--- src/rtl/snake_ctrl.sv ---
// snake_ctrl: snake game sequencer (IDLE/PLAY/DEAD, key steering, move pacing, req/ack moves, score); optional SNAKE_SPEEDUP_EN shortens the interval per food
module snake_ctrl #(
  parameter logic [31:0] TICK_DIV   = 32'd25_000_000,
  parameter logic [31:0] SPEED_STEP = 32'd1_000_000,
  parameter logic [31:0] MIN_DIV    = 32'd5_000_000
) (
  input  logic       clk,
  input  logic       rst,
  input  logic       key_up,
  input  logic       key_down,
  input  logic       key_left,
  input  logic       key_right,
  output logic       step_req,
  output logic [1:0] step_dir,
  input  logic       step_ack,
  input  logic       hit_wall,
  input  logic       hit_self,
  input  logic       ate_food,
  output logic       clear_req,
  output logic [1:0] game_state,
  output logic [7:0] score
);
  typedef enum logic [1:0] {IDLE = 2'd0, PLAY = 2'd1, DEAD = 2'd2} state_t;
  state_t state, state_n;
  logic [3:0] keys, key_q, edges;
  logic       any_edge, req_n, clear_n;
  logic [1:0] win, pend, pend_n, comm, comm_n, dir_n;
  logic [31:0] cnt, cnt_n, interval;
  logic [7:0] score_n;
  assign keys       = {key_right, key_left, key_down, key_up};
  assign edges      = keys & ~key_q;
  assign any_edge   = |edges;
  assign win        = edges[0] ? 2'd0 : edges[1] ? 2'd1 : edges[2] ? 2'd2 : 2'd3;
  assign game_state = state;
`ifdef SNAKE_SPEEDUP_EN
  logic [31:0] interval_n;
  // move interval: restored on each new game, shortened towards MIN_DIV per food
  always_ff @(posedge clk or posedge rst)
    if (rst) interval <= TICK_DIV;
    else     interval <= interval_n;
`else
  logic unused_params;
  assign interval      = TICK_DIV;
  assign unused_params = ^{SPEED_STEP, MIN_DIV};
`endif
  // state, heading, tick counter, handshake and score registers
  always_ff @(posedge clk or posedge rst)
    if (rst) begin
      state     <= IDLE;
      key_q     <= '0;
      pend      <= 2'd3;
      comm      <= 2'd3;
      cnt       <= '0;
      step_req  <= 1'b0;
      step_dir  <= 2'd3;
      clear_req <= 1'b0;
      score     <= '0;
    end else begin
      state     <= state_n;
      key_q     <= keys;
      pend      <= pend_n;
      comm      <= comm_n;
      cnt       <= cnt_n;
      step_req  <= req_n;
      step_dir  <= dir_n;
      clear_req <= clear_n;
      score     <= score_n;
    end
  // next state: game start/stop, steering with reversal guard, tick pacing, ack handling
  always_comb begin
    state_n = state;
    pend_n  = pend;
    comm_n  = comm;
    cnt_n   = cnt;
    req_n   = step_req;
    dir_n   = step_dir;
    clear_n = 1'b0;
    score_n = score;
`ifdef SNAKE_SPEEDUP_EN
    interval_n = interval;
`endif
    unique case (state)
      IDLE: if (any_edge) begin
        state_n = PLAY;
        pend_n  = win;
        comm_n  = win;
        score_n = '0;
        cnt_n   = '0;
        clear_n = 1'b1;
`ifdef SNAKE_SPEEDUP_EN
        interval_n = TICK_DIV;
`endif
      end
      PLAY: begin
        if (any_edge && win != (comm ^ 2'd1)) pend_n = win;
        if (!step_req) begin
          if (cnt == interval - 32'd1) begin
            cnt_n  = '0;
            req_n  = 1'b1;
            dir_n  = pend;
            comm_n = pend;
          end else cnt_n = cnt + 32'd1;
        end else if (step_ack) begin
          req_n = 1'b0;
          if (hit_wall || hit_self) state_n = DEAD;
          else if (ate_food) begin
            score_n = score + {7'd0, score != 8'hff};
`ifdef SNAKE_SPEEDUP_EN
            interval_n = (interval - MIN_DIV >= SPEED_STEP) ? interval - SPEED_STEP : MIN_DIV;
`endif
          end
        end
      end
      DEAD: if (any_edge) state_n = IDLE;
      default: state_n = IDLE;
    endcase
  end
endmodule

--- config.mk ---
export PLATFORM = sky130hd
export DESIGN_NAME = snake_ctrl
export DESIGN_NICKNAME = d
export VERILOG_FILES = /design/src/rtl/snake_ctrl.sv
export SDC_FILE = /design/constraint.sdc
export NUM_CORES = 1
export LEC_CHECK = 0
export CAP_MARGIN = 20
export CORE_UTILIZATION = 48
export DETAILED_ROUTE_END_ITERATION = 8
export DONT_BUFFER_PORTS = 1
export PLACE_DENSITY_LB_ADDON = 0.12
export SYNTH_ARGS = -nofsm -noshare
export SYNTH_HDL_FRONTEND = slang
export SYNTH_SLANG_ARGS = --single-unit
--- constraint.sdc ---
create_clock -name clk -period 1.88 [get_ports clk]
set_input_delay 0.282 -clock clk [delete_from_list [all_inputs] [get_ports clk]]
set_output_delay 0.282 -clock clk [all_outputs]
set_load 0.005 [all_outputs]
-- Word-level counts from Yosys, hierarchy flattened
Cells that the tools add are included.
- add/subtract/negate cells: 2
- bitwise gates (word level): 4
- magnitude comparators: 0
- reductions and logical operators: 11
- mux-type cells: 30
- equality and inequality tests: 15
- divide/modulo/power cells: 0
- $mul: 0
- shifts and indexed selects: 0
- operators with widths (cell ; number):
    $mux W32 ; 3
    $pmux W32 S2 ; 1
    $mux W8 ; 5
    $add A32 B1 Y32 const B ; 1
    $eq A32 B25 Y1 const B ; 1
    $mux W2 ; 11
    $ne A2 B2 Y1 const B ; 10
    $pmux W8 S2 ; 1
    $reduce_and A3 Y1 ; 3
    $add A8 B1 Y8 ; 1
    $ne A8 B8 Y1 const B ; 1
    $pmux W2 S2 ; 2
    $mux W1 ; 6
    $pmux W2 S3 ; 1
    $reduce_and A6 Y1 ; 1
    $reduce_and A5 Y1 ; 1
    $and A4 B4 Y4 ; 1
    $not A4 Y4 ; 1
    $reduce_and A4 Y1 ; 1
    $reduce_or A4 Y1 ; 1
    $eq A2 B1 Y1 const B ; 1
    $eq A2 B2 Y1 const B ; 1
    $logic_not A2 Y1 ; 1
    $ne A2 B2 Y1 ; 1
    4 further kinds ; 5
- memories: 0
- memory bits (writable): 0
- register bits: 54
- output and inout port bits: 14
- bits in latches: 0
- memory bits (read-only): 0

-- Longest topological paths before layout
Gate-level depths: netlist of the first run.
- depth in word-level cells: 9
- mapped depth: 8

-- Worst setup path before layout of the first run
OpenSTA, ideal clock, no wires.
- kind: register -> register
- start: register cnt[26]
- end: register comm[0]
- cell stages (with the launch flop): 6
- setup slack: -64 ps
- data required time: 1795 ps
- arrival time: 1860 ps
- clock period less this slack: 1944 ps
- cells stage by stage: dfrtp_1 -> or4_1 -> nor4_1 -> nand4b_1 -> nand2_2 -> mux2_1
- word-level cells in the longest chain between the ends: 3
- ends and longest elaborated chain (item ; line ; source):
    start, declared ; 28 ; logic [31:0] cnt, cnt_n, interval;
    start signal, assigned ; 63 ; cnt <= cnt_n;
    $eq A32 B25 Y1 ; 97 ; if (cnt == interval - 32'd1) begin
    $ne A2 B2 Y1 (no line) ; n/a ;
    $reduce_and A4 Y1 (no line) ; n/a ;
    end signal, assigned ; 62 ; comm <= comm_n;
    end, declared ; 27 ; logic [1:0] win, pend, pend_n, comm, comm_n, dir_n;
No other way between the ends.
A chain may end at the register's enable or synchronous reset.

-- Worst setup path in the final report of the first run
- start: register key_q[1]
- end: register cnt[27]
- word-level cells in the longest chain between the ends: 5
- ends and longest elaborated chain (item ; line ; source):
    start, declared ; 25 ; logic [3:0] keys, key_q, edges;
    start signal, assigned ; 60 ; key_q <= keys;
    $not A4 Y4 ; 31 ; assign edges = keys & ~key_q;
    $and A4 B4 Y4 ; 31 ;
    $reduce_or A4 Y1 ; 32 ; assign any_edge = |edges;
    $ne A2 B2 Y1 (no line) ; n/a ;
    $reduce_and A3 Y1 (no line) ; n/a ;
No other way between the ends.

==> impl_metrics.py, run 1 <==
metrics = {
    "clock_tree": {
        "cts.path.max_buffers": 2,
        "ctsRootBufferMaster": "clkbuf_8",
        "cts_tree": "built",
        "cts_buffers": 5,
        "path_clk_slew_ns": 0.10,
        "cts_sinks": 54,
        "h-tree-depth": 2,
        "clock_latency_ns": 0.31,
    },
    "drt": {
        "drc": 0,
        "totalWireLength_um": 6830,
        "viasPerCell": 5.67,
        "first_iter_violations": 115,
        "num_vias": 2506,
        "ant_nets": 0,
        "firstDrtPassIters": 4,
        "wl_per_cell_um": 15.4,
    },
    "synthesis": {
        "yosysSeqAreaShare_pct": 46.9,
        "syn_inst": 301,
        "async_flop_share_pct": 100,
        "syn-num-nets": 314,
        "synth_top_area_share_pct": 41.5,
        "synth_ff_type": "dfrtp_1",
        "post-synth-top-count-cell": "dfrtp_1",
        "ys_top_cells_by_count": "dfrtp_1 (48), nand2_1 (38), a21oi_1 (28)",
        "synthTopCellsByArea": "dfrtp_1 (41%), dfstp_2 (5.4%), nand2_1 (4.9%)",
        "ys_seq_elements": 54,
        "synth_area_um2": 2900,
        "yosys_warnings": 0,
        "synth_edf_count": 0,
        "syn_avg_cell_area_um2": 9.63,
        "synth_area_leader_cell": "dfrtp_1",
        "synthDistinctLibCells": 49,
    },
    "critical_path": {
        "critPathSlowestCell": "or4_1",
        "endpoint_kind": "flip-flop",
        "worstPathArrival_ns": 2.21,
        "path_buf_inv": 1,
        "critPathMaxFanout": 8,
        "path_class": "reg2reg",
        "critical-path-top-delay-family": "simple AND/OR/NAND/NOR gates",
        "crit_path_start_kind": "flip-flop",
        "crit_chain": "nand2b_1 -> nand4_1 -> buf_6 -> o211ai_2 -> or4_1 -> a21oi_1",
        "critPathMaxStageDelay_ns": 0.54,
        "crit_required_ns": 2.11,
    },
    "status": {
        "failed_checks": "negative setup slack",
        "outcome": "finished, violations left",
    },
    "pwr": {
        "total_power_mw": 2.89,
        "powerDensity_nw_per_um2": 792,
        "p_leak_nw": 1.57,
        "ir_worst_vdd_uv": 503,
    },
    "floorplan": {
        "die_w_um": 79.7,
        "dieArea_um2": 6350,
        "coreArea_um2": 5680,
        "num_io_pins": 24,
        "start_util_pct": 51.1,
        "rows": 27,
        "die_h_um": 79.7,
    },
    "global_routing": {
        "grt.overflow.total": 0,
        "grtUsageMet1_pct": 32.2,
        "use_met2_pct": 40.6,
        "grt_max_degree": 31,
        "top_usage_layer": "met2",
        "track_usage_pct": 24.2,
        "antenna_found_initial": 0,
        "grt_pass1_vias": 2572,
        "grt_pass1_wl_um": 11800,
        "use_met3_pct": 3.43,
    },
    "sta": {
        "finalCriticalPeriod_ns": 1.97,
        "fin_ws_ns": -0.0916,
        "post-route-period-util_pct": 105,
        "finalMaxSlewViolations": 0,
        "setup_viol": 36,
        "rsz0062_at_grt": "true",
        "finalHoldViolCount": 0,
        "worstMarginPinSlew_ns": 0.560,
        "timing.hold.ws_ns": 0.166,
        "clock_skew_ns": 0.0111,
        "setup_tns_ns": -1.23,
        "max_slew_margin_pct": 62.5,
        "fmax_mhz": 507,
    },
    "hold_path": {
        "hold_path_class": "in2reg",
    },
    "place": {
        "dpl_cell_area_um2": 3430,
        "dp_hpwl_um": 5110,
        "dp.cells": 426,
        "place_congestion": 0.812,
        "post-place-ws_ns": -0.118,
        "portBuffers": 0,
    },
    "layout": {
        "final_layout_size_suffix_gt1_share_pct": 28.9,
        "final.fill_count": 482,
        "n_antenna_cell": 0,
        "fin_util_pct": 64.2,
        "stdcell_count": 442,
        "regArea_um2": 1360,
        "syn_to_final_growth_pct": 25.6,
        "finalInstanceArea_um2": 3640,
        "multi_input_area_um2": 1520,
        "finalNetCount": 382,
    },
    "flow_run": {
        "drv_cap": 0,
    },
}
==> state kept, by name, summed over array words and instances (netlist names) <==
register	count
cnt	32
score	8
key_q	4
comm	2
game_state	2
pend	2
step_dir	2
clear_req	1
step_req	1
==> layout by cell type (no fill, tap or decap), drive strengths merged, types with 2 or more instances in the layout <==
cell         instances
dfrtp               48
dfstp                6
inv                  9
clkbuf               6
nor2                18
nor4                 4
dlygate4sd3          5
and4                 2
and3                 4
or2                  3
nand4                7
xnor2                3
a21oi               29
o2111ai              4
or3                 15
nand2b               7
o211ai               6
o31ai               13
nand4b               2
mux2                 6
ha                   3
or4                 15
xor2                 8
nand2               40
o21ai               21
buf                 62
or3b                 2
nand3               11
==> where the power goes <==
part           internal (mW)  switching, mW
logic                  0.373          0.358
clock network          0.297          0.379
registers               1.34          0.136
total                   2.01          0.873
==> repair_timing <==
item,CTS,global route
endpoints found under the hold margin,22,0
gates cloned,0,0
pin swaps,3,6
endpoints found under the setup margin,34,39
buffers inserted,3,0
hold buffers,5,0
gates resized for setup,3,5
==> path summary, 6_finish.rpt <==
check | endpoint | slack, ns | from | cells after the start
worst max register to register | cnt[27] | -0.09 | key_q[1] | 6
worst min register to register | cnt[21] | 0.56 | cnt[21] | 2
min in group asynchronous | cnt[1] | 0.46 | rst | 2
max in group asynchronous | cnt[12] | 0.87 | rst | 3
worst min-delay path | step_req | 0.17 | step_ack | 3
worst max-delay path | cnt[27] | -0.09 | key_q[1] | 6
==> area by class of cell <==
cell class / instances / share of cell area, %
clock inverters: 2 / 0.344
clock buffers: 6 / 2.27
inverters: 9 / 0.928
flip-flops and latches: 54 / 37.4
multi-input cells: 232 / 41.7
well taps: 72 / 2.47
repair buffers: 67 / 14.9
==> layer usage <==
layer	part of all wire, %	wire (um)
met5	0	0
met3	3.9	266
met1	47	3180
met4	1.8	121
met2	48	3260
==> worst min-delay path, stage by stage <==
cell,delay [ns]
nand2_1,0.04
nand2_1,0.07
nand2_1,0.05
==> cells by family after synthesis <==
| logic type | after synthesis | synth area share (%) |
|---|---|---|
| buf+inv | 15 | 2.37 |
| xor+xnor | 11 | 3.32 |
| flops | 54 | 46.9 |
| fa+ha+maj | 3 | 1.30 |
| compound gates | 76 | 16.8 |
| simple gates | 136 | 27.0 |
| mux | 6 | 2.33 |
No activity file was read; power rests on OpenSTA's default activity.
==> run 2: changes to the inputs <==
Settings changed: CTS_CLUSTER_SIZE set to 12.
==> results of run 2 <==
No change in the layout: final DEF, timing and power equal those of run 1.
==> run 3: changes to the inputs <==
Settings changed: CELL_PAD_IN_SITES_DETAIL_PLACEMENT set to 1, CELL_PAD_IN_SITES_GLOBAL_PLACEMENT set to 2, CORE_UTILIZATION 48 to 36, CTS_CLUSTER_DIAMETER set to 50.
==> impl_metrics.py, run 3 (synthesis gave the netlist of run 1 again) <==
metrics = {
    "status": {
        "outcome": "finished, violations left",
        "failed_checks": "negative setup slack",
    },
    "global_routing": {
        "antenna_found_initial": 0,
        "grt.overflow.total": 0,
        "grt_max_degree": 26,
        "grt_pass1_wl_um": 14000,
        "track_usage_pct": 21.1,
        "grt_pass1_vias": 2762,
    },
    "clock_tree": {
        "clock_latency_ns": 0.31,
        "cts_tree": "built",
        "cts.path.max_buffers": 2,
        "ctsRootBufferMaster": "clkbuf_8",
        "h-tree-depth": 2,
        "cts_buffers": 5,
        "cts_sinks": 54,
        "path_clk_slew_ns": 0.10,
    },
    "layout": {
        "layout_common_cells": "buf_4 (67), dfrtp_1 (47), nand2_1 (37)",
        "largest_registers": "cnt x32, score x8, key_q x4",
        "regArea_um2": 1360,
        "regMostFlops": "cnt",
        "fin_util_pct": 49.4,
        "n_antenna_cell": 0,
        "final_layout_size_suffix_gt1_share_pct": 31.4,
        "stdcell_count": 481,
        "final_common_cell": "buf_4",
        "multi_input_area_um2": 1560,
        "syn_to_final_growth_pct": 32.4,
        "final.fill_count": 906,
        "largest_reg_flops": 32,
        "finalInstanceArea_um2": 3840,
        "finalNetCount": 391,
    },
    "critical_path": {
        "endpoint_kind": "flip-flop",
        "cp-startpoint": "cnt[1]",
        "crit_required_ns": 2.12,
        "r2r_start": "cnt[1]",
        "crit_path_start_kind": "flip-flop",
        "critPathMaxFanout": 5,
        "path_class": "reg2reg",
        "worstPathArrival_ns": 2.17,
    },
    "drt": {
        "viasPerCell": 5.36,
        "totalWireLength_um": 8030,
        "ant_nets": 0,
        "drc": 0,
        "wl_per_cell_um": 16.7,
        "first_iter_violations": 63,
        "firstDrtPassIters": 4,
        "num_vias": 2580,
    },
    "pwr": {
        "p_leak_nw": 1.66,
        "total_power_mw": 3.27,
        "ir_worst_vdd_uv": 291,
        "powerDensity_nw_per_um2": 853,
    },
    "sta": {
        "fmax_mhz": 518,
        "setup_viol": 30,
        "setup_tns_ns": -0.605,
        "finalMaxSlewViolations": 0,
        "worstMarginPinSlew_ns": 0.538,
        "finalHoldViolCount": 0,
        "finalCriticalPeriod_ns": 1.93,
        "max_slew_margin_pct": 64.1,
        "rsz0062_at_grt": "true",
        "fin_ws_ns": -0.0488,
        "clock_skew_ns": 0.00633,
        "post-route-period-util_pct": 103,
    },
    "floorplan": {
        "num_io_pins": 24,
        "coreArea_um2": 7770,
        "die_w_um": 91.7,
        "die_h_um": 91.7,
        "rows": 32,
        "start_util_pct": 37.3,
        "dieArea_um2": 8410,
    },
    "hold_path": {
        "min_from": "step_ack",
        "hold_path_class": "in2reg",
    },
    "place": {
        "dp_hpwl_um": 5990,
        "portBuffers": 0,
        "dpl_cell_area_um2": 3500,
        "dp.cells": 461,
        "place_congestion": 0.796,
    },
    "flow_run": {
        "drv_cap": 0,
    },
}
run 3: changes by cell type in the layout (fill, tap and decap cells not counted), moves of 2 or more:
cell       delta
a21oi_1       -2
buf_4         +8
bufinv_16     +2
a21oi_2       +2
run 3: final cells by class:
type | count | share of cell area, %
Clock buffer | 6 | 2.15
Clock inverter | 2 | 1.57
Inverter | 9 | 0.881
Multi-Input combinational cell | 232 | 40.6
Sequential cell | 54 | 35.5
Tap cell | 102 | 3.33
Timing Repair Buffer | 76 | 16.0
run 3: metrics by stage:
step	hold WS [ns]	setup slack [ns]
after floorplan	0.313	-0.0512
after global placement	0.228	-0.0462
after detailed placement	0.232	-0.0971
after CTS	0.142	-0.0550
after global routing	0.165	-0.156
final	0.144	-0.0488
run 3: path summary, 6_finish.rpt:
check                      endpoint  depth (start not counted)  slack [ns]
setup reg to reg            cnt[30]                          7       -0.05
min in group asynchronous  score[0]                          2        0.45
hold reg to reg             cnt[31]                          2        0.57
setup / recovery            cnt[30]                          7       -0.05
max in group asynchronous   pend[0]                          3        0.81
hold / removal             step_req                          3        0.14
run 3: power by group:
group / total, mW / leakage (nW) / internal, mW / switching (mW)
registers: 1.49 / 0.702 / 1.34 / 0.148
logic: 0.801 / 0.884 / 0.409 / 0.392
clock network: 0.982 / 0.0714 / 0.569 / 0.413
run 3: repair_timing:
item	in CTS	in global routing
hold endpoints to repair	21	0
setup buffers	6	1
pin swaps	6	2
hold buffers	5	0
cloned	0	0
gates resized for setup	13	2
setup endpoints to repair	34	41
run 3: metal layers:
metal,global-route usage (%),vias up,wire [um],share of wire [%]
met2,36.5,27,3980,50
met4,5.08,0,76,0.95
met1,27.2,1282,3780,47
met5,0,-,0,0
li1,-,1265,-,-
met3,3.73,6,194,2.4
run 3: worst max-delay path, stage by stage, from the launching register on:
cell	delay, ns
dfrtp_1	0.43
ha_4	0.18
nand2_4	0.06
nor4b_4	0.27
buf_6	0.18
o211ai_1	0.19
or3_1	0.40
a21oi_1	0.15
